**config.mk**
```make
export PLATFORM = sky130hd
export DESIGN_NAME = operand_fetch
export DESIGN_NICKNAME = d
export VERILOG_FILES = /design/src/rtl/operand_fetch.sv
export SDC_FILE = /design/constraint.sdc
export NUM_CORES = 2
export LEC_CHECK = 0
export CAP_MARGIN = 20
export CORE_MARGIN = 4
export CORE_UTILIZATION = 25
export DETAILED_ROUTE_END_ITERATION = 7
export HOLD_SLACK_MARGIN = 0.03
export PLACE_DENSITY_LB_ADDON = 0.05
export SYNTH_ARGS = -nofsm -noshare
export SYNTH_HDL_FRONTEND = slang
export SYNTH_SLANG_ARGS = --single-unit
```
**constraint.sdc**
```tcl
create_clock -name clk -period 2.89 [get_ports clk]
set_input_delay 0.578 -clock clk [delete_from_list [all_inputs] [get_ports clk]]
set_output_delay 0.578 -clock clk [all_outputs]
set_load 0.01 [all_outputs]
```
**src/rtl/operand_fetch.sv**
```systemverilog
// Register-read stage: 32x64 register file, per-register pending-write scoreboard,
// writeback bypass, RAW/WAW hazard stall and a single registered output slot toward execute.
module operand_fetch #(
  parameter int unsigned               BUS_DATA_WIDTH = 64,
  parameter logic [BUS_DATA_WIDTH-1:0] SP_INIT        = '0
) (
  input  logic                      clk,
  input  logic                      reset,
  input  logic                      in_valid,
  input  logic [5:0]                in_alu_control,
  input  logic [4:0]                in_addressA,
  input  logic [4:0]                in_addressB,
  input  logic [4:0]                in_addressC,
  input  logic [BUS_DATA_WIDTH-1:0] in_imm,
  input  logic                      in_muxB_control,
  output logic                      stall,
  input  logic                      wb_en,
  input  logic [4:0]                wb_addr,
  input  logic [BUS_DATA_WIDTH-1:0] wb_data,
  input  logic                      ex_ready,
  output logic                      ex_valid,
  output logic [5:0]                ex_alu_control,
  output logic [BUS_DATA_WIDTH-1:0] ex_opA,
  output logic [BUS_DATA_WIDTH-1:0] ex_opB,
  output logic [4:0]                ex_addressC
);

  logic [BUS_DATA_WIDTH-1:0] rf_q [32];
  logic [31:0]               pend_q, pend_d;
  logic [31:0]               wb_hit, eff;
  logic [BUS_DATA_WIDTH-1:0] rd_a, rd_b, op_b;
  logic                      haz, slot_busy, acc, issue;

  logic                      ex_valid_q, ex_valid_d;
  logic [5:0]                ex_alu_q;
  logic [BUS_DATA_WIDTH-1:0] ex_opa_q, ex_opb_q;
  logic [4:0]                ex_c_q;

  // A retiring writeback releases its register in the same cycle it is written.
  always_comb begin
    wb_hit = '0;
    if (wb_en) wb_hit[wb_addr] = 1'b1;
    eff = pend_q & ~wb_hit;
  end

  always_comb begin
    if (in_addressA == '0)                     rd_a = '0;
    else if (wb_en && wb_addr == in_addressA)  rd_a = wb_data;
    else                                       rd_a = rf_q[in_addressA];
    if (in_addressB == '0)                     rd_b = '0;
    else if (wb_en && wb_addr == in_addressB)  rd_b = wb_data;
    else                                       rd_b = rf_q[in_addressB];
    op_b = in_muxB_control ? in_imm : rd_b;
  end

  assign haz       = in_valid && (eff[in_addressA] || (!in_muxB_control && eff[in_addressB])
                                  || eff[in_addressC]);
  assign slot_busy = ex_valid_q && !ex_ready;
  assign stall     = in_valid && (haz || slot_busy);
  assign acc       = in_valid && !stall;
  assign issue     = acc && (in_alu_control != '0);

  // Set after clear so a same-cycle issue to the retiring register keeps it pending.
  always_comb begin
    pend_d = pend_q & ~wb_hit;
    if (issue && in_addressC != '0) pend_d[in_addressC] = 1'b1;
    pend_d[0] = 1'b0;
  end

  always_comb begin
    ex_valid_d = ex_valid_q;
    if (issue)         ex_valid_d = 1'b1;
    else if (ex_ready) ex_valid_d = 1'b0;
  end

  always_ff @(posedge clk or negedge reset) begin
    if (!reset) begin
      for (int unsigned i = 0; i < 32; i++) rf_q[i[4:0]] <= '0;
      rf_q[2] <= SP_INIT;
    end else if (wb_en && wb_addr != '0) begin
      rf_q[wb_addr] <= wb_data;
    end
  end

  always_ff @(posedge clk or negedge reset) begin
    if (!reset) begin
      pend_q     <= '0;
      ex_valid_q <= 1'b0;
      ex_alu_q   <= '0;
      ex_opa_q   <= '0;
      ex_opb_q   <= '0;
      ex_c_q     <= '0;
    end else begin
      pend_q     <= pend_d;
      ex_valid_q <= ex_valid_d;
      if (issue) begin
        ex_alu_q <= in_alu_control;
        ex_opa_q <= rd_a;
        ex_opb_q <= op_b;
        ex_c_q   <= in_addressC;
      end
    end
  end

  assign ex_valid       = ex_valid_q;
  assign ex_alu_control = ex_alu_q;
  assign ex_opA         = ex_opa_q;
  assign ex_opB         = ex_opb_q;
  assign ex_addressC    = ex_c_q;

endmodule

```
-- Yosys cells after proc, flatten, opt, wreduce, memory -nomap -nowiden
Cells that the tools add are included.
- register bits: 2219
- logic and storage cells: 109
- $lt $le $gt $ge: 10
- equal/unequal tests: 2
- multiplexer cells: 28
- bitwise gates (word level): 6
- reduce and logical (&&, ||, !) cells: 25
- operator list (kind ; count):
    bitwise mux 2048 bit ; 1
    binary-select mux 64 bit (select 5 bit) ; 2
    two-way mux 64 bit ; 10
    demux 64 bit (select 5 bit) ; 1
    two-way mux 32 bit ; 2
    AND 32 bit ; 1
    NOT 32 bit ; 1
    bitwise OR 32 bit ; 1
    < comparator 5 x 6 -> 1 bit, second input constant ; 4
    greater-or-equal comparator 6 bit, second input constant ; 3
    NOT 5 -> 6 bit ; 3
    binary-select mux 1 bit (select 5 bit) ; 3
    logical AND 1 bit ; 13
    demux 1 bit (select 5 bit) ; 2
    equality test 5 bit ; 2
    greater-or-equal comparator 5 x 1 -> 1 bit, second input constant ; 2
    zero test 5 bit ; 2
    nonzero test 5 bit ; 2
    two-way mux 1 bit ; 7
    < comparator 6 x 1 -> 1 bit, second input constant ; 1
    nonzero test 6 bit ; 1
    zero test 1 bit ; 3
    logical OR 1 bit ; 3
    nonzero test 2 bit ; 1

-- Longest topological paths before layout
- depth after elaboration: 20
- depth in mapped cells: 13
- mapped depth without buffers: 8

-- Worst setup path after synthesis
OpenSTA, ideal clock, no wires.
- path kind: in2reg
- from: input port in_addressA[0]
- to: register ex_opa_q[33] (netlist: ex_opA[33])
- arrival: 3.213 ns
- required time: 2.762 ns
- setup slack: -0.451 ns
- stages on the path: 9
- buffers on the path: 4
- cells stage by stage: buf_2 -> buf_2 -> clkbuf_1 -> buf_1 -> mux4_2 -> mux4_2 -> mux2i_1 -> a211oi_1 -> mux2_1
- longest elaborated chain between the ends: 10
- ends and longest elaborated chain (what ; line ; text):
    start, declared ; 11 ; input logic [4:0] in_addressA,
    binary-select mux 1 bit (select 5 bit) ; 56 ; assign haz = in_valid && (eff[in_addressA] || (!in_muxB_control && eff[in_addressB])
    two-way mux 1 bit (not written as such) ; 56 ;
    logical OR 1 bit ; 56 ;
    logical OR 1 bit ; 57 ; || eff[in_addressC]);
    logical AND 1 bit ; 56 ;
    logical OR 1 bit ; 59 ; assign stall = in_valid && (haz || slot_busy);
    logical AND 1 bit ; 59 ;
    zero test 1 bit ; 60 ; assign acc = in_valid && !stall;
    logical AND 1 bit ; 60 ;
    logical AND 1 bit ; 61 ; assign issue = acc && (in_alu_control != '0);
    end signal, assigned ; 98 ; ex_opa_q <= rd_a;
    end, declared ; 36 ; logic [BUS_DATA_WIDTH-1:0] ex_opa_q, ex_opb_q;
Parallel ways exist; a longest one is shown, timed or not. The select of a mux whose other input is x is not followed.
A chain may end at the register's enable or synchronous reset.

-- Worst setup path after layout
- from: register pend_q[26]
- to: output port stall
- longest elaborated chain between the ends: 9
- ends and longest elaborated chain (what ; line ; text):
    start, declared ; 29 ; logic [31:0] pend_q, pend_d;
    start signal, assigned ; 94 ; pend_q <= pend_d;
    AND 32 bit (*) ; 43 ; eff = pend_q & ~wb_hit;
    binary-select mux 1 bit (select 5 bit) ; 56 ;
    two-way mux 1 bit (not written as such) ; 56 ;
    logical AND 1 bit ; 56 ;
    logical OR 1 bit ; 56 ;
    logical OR 1 bit (*) ; 57 ;
    logical AND 1 bit (*) ; 56 ;
    logical OR 1 bit (*) ; 59 ;
    logical AND 1 bit (*) ; 59 ;
    end, declared ; 16 ; output logic stall,
Mark *: on every way between the ends. The rest lies on a longest branch, timed or not. The select of a mux whose other input is x is not followed.

==> metrics.csv <==
metric;value;unit
status;finished, violations left;
grt_max_degree;110;
gr-total-overflow;0;
hold_path_depth;3;
cts_num_sinks;2219;
synth_seq_cells;2219;
slew_headroom;24.3;%
cts_tree;yes;
routedWlPerCell;32.9;um
failed_checks;setup timing;
routed_wl;511000;um
via_count;79963;
core;0.468;sq mm
antenna_found_initial;17;
power.internal;74.3;mW
slowest_delay;0.45;ns
regToRegSetupSlack;0.05;ns
reg2regPathDepth;10;
pwr-share-seq;40.4;%
worstPathCellList;o21ai_4 > mux4_2 > o211ai_1 > buf_4 > a31oi_4 > a31oi_4 > buf_6 > buf_6;
viasPerCell;5.15;
met2_usage;33.7;%
grt-busiest-layer;met2;
layout_setup_ws;-0.706;ns
gp_congestion;0.827;
die_y;694;um
htree_levels;5;
io_pins;301;
p_comb_share;22.9;%
fin_util;31.9;%
setup_tns;-0.706;ns
drv_slew;0;
cp_max_fo;4;
synth_area_leaders;dfrtp_1 47%, mux2_2 20%, mux4_2 17%;
worstReg2RegStart;pend_q[26]$_DFF_PN0_;
whs;0.0990;ns
path_class;flip-flop to primary output;
cts_root_buf;clkbuf_16;
cp_slowest_cell;mux4_2;
dp.cells;14947;
cellLeakagePower;63.8;nW
hold_start;in_addressC[1];
p_clk_share;36.7;%
layout-drive-gt1-share;51.1;%
synthCells;8286;
rsz0062_at_grt;true;
drt_first_iter_violations;5169;
synth_warnings;0;
numCtsBuffers;303;
seq_area_frac_synth;47.2;%
peakVddDrop;443;uV
final-instance-count-excl-fill;15521;
skew;0.0265;ns
hold_path.class;primary input to flip-flop;
cp-end-kind;primary output;
synthTopCellsByCount;2,219 x dfrtp_1, 2,120 x mux2_2, 897 x mux4_2;
synth_area;0.118;sq mm
final.period_utilization;124;%
p_sw_share;28.8;%
critPathArrivalTime;3.02;ns
p_switching;30.0;mW
seq_area;0.0555;sq mm
path_clk_slew;0.06;ns
nFillCells;45906;
placed_area;0.139;sq mm
grt_pass1_wl;718000;um
start_util;25.1;%
die_w;694;um
rows;251;
met1_usage;29.8;%
synth_edf_count;0;
synth_fp_nets;8446;
yosys.area.top_type;dfrtp_1;
design_area;0.149;sq mm
cp.required;2.31;ns
power;104;mW
drcViolationCount;0;
synth.avg_cell_area;14.2;sq um
portBuffers;300;
ys_async_sr_fraction;100;%
grt_pass1_vias;85429;
dp_hpwl;335000;um
ys.flop_type;dfrtp_1;
gr-usage-met3;2.23;%
fmax;0.278;GHz
dieArea;0.482;sq mm
tightest_slew;1.14;ns
ant_nets;0;
period_minus_slack;3.60;ns
first_pass_iters;5;
nets;9247;
cap_violations;0;
synth_cell_type_count;64;
synth_most_common_cell;dfrtp_1;
multi_input_area;0.0591;sq mm
synth_top_area_share;47.2;%
powerDensity;699;mW/mm^2
pre_cts_slack;-1.42;ns
areaGrowthSynthToFinish;26.8;%
hold_viol_final;0;
grt_usage;20.9;%
worstSkewPairLatency;0.97;ns
cp-start-kind;flip-flop;
crit_start;pend_q[26]$_DFF_PN0_;
finalSetupViolCount;1;
clockBufferDepth;4;
## sequential cells by signal (all words and copies together) (netlist names)
signal	count
ex_addressC	5
pend_q	31
ex_opB	64
ex_valid	1
ex_opA	64
ex_alu_control	6
rf_q	2048
## final timing paths
check | endpoint
worst min register to register | rf_q[1991]$_DFFE_PN0P_
worst min-delay path | ex_addressC[1]$_DFFE_PN0P_
max in group asynchronous | rf_q[1299]$_DFFE_PN0P_
worst max-delay path | stall
min in group asynchronous | rf_q[1352]$_DFFE_PN0P_
worst max register to register | ex_opB[42]$_DFFE_PN0P_
## what timing repair did
item / 4_1_cts / 5_1_grt
setup buffers: 19 / 10
resized for setup: 79 / 33
cloned: 2 / 4
pin swaps: 20 / 12
endpoints found under the hold margin: 408 / 0
hold buffers: 1 / 0
endpoints found under the setup margin: 165 / 17
## layer usage
| layer | part of all wire, % | vias to the layer above | wire length, um |
|---|---|---|---|
| met4 | 2.5 | 0 | 12800 |
| met1 | 47 | 44302 | 241000 |
| li1 | - | 33486 | - |
| met2 | 47 | 1620 | 240000 |
| met3 | 3.4 | 555 | 17300 |
| met5 | 0 | - | 0 |
## power groups by stage
| stage | sequential (mW) | clock (mW) | combinational (mW) |
|---|---|---|---|
| 2_1_floorplan | 41.3 | 0 | 14.5 |
| 3_3_place_gp | 42.3 | 0 | 23.8 |
| 3_5_place_dp | 42.6 | 0 | 24.0 |
| 4_1_cts | 42.1 | 39.6 | 24.2 |
| 5_1_grt | 43.0 | 40.7 | 25.7 |
| 6_report | 42.2 | 38.2 | 23.9 |
## kinds of logic after synthesis
logic type / Yosys count / share of synthesized area [%]
AOI/OAI and AO/OA: 984 / 5.29
xor gates and xnor gates: 10 / 0.0744
buffers and inverters: 938 / 3.10
DFF: 2219 / 47.2
muxes: 3550 / 42.2
and+or+nand+nor: 585 / 2.16
## final cells by class
type	instances	area share [%]
Multi-Input combinational cell	5129	39.6
Sequential cell	2219	37.2
Timing Repair Buffer	1425	11.3
Clock buffer	465	6.07
Tap cell	6198	5.20
Clock inverter	69	0.566
Inverter	9	0.0327
Antenna cell	7	0.0117
## cells in the final DEF (no fill, tap or decap), drive strengths merged, types with 99 or more instances in the layout
master         instances
a21oi                129
a221oi               118
a22oi                181
buf                 1135
clkbuf               470
clkdlybuf4s50        279
dfrtp               2219
mux2                2178
mux2i                475
mux4                 897
nand2                319
nor2                  99
o21ai                403
## critical path: cells and delay by family (launching register included)
family	cells	cell delay, ns
AO/OA/AOI/OAI	4	0.68
buffers and inverters	3	0.50
flip-flops	1	0.39
multiplexers	1	0.45
Note: power is estimated with default switching activity, not from simulation.
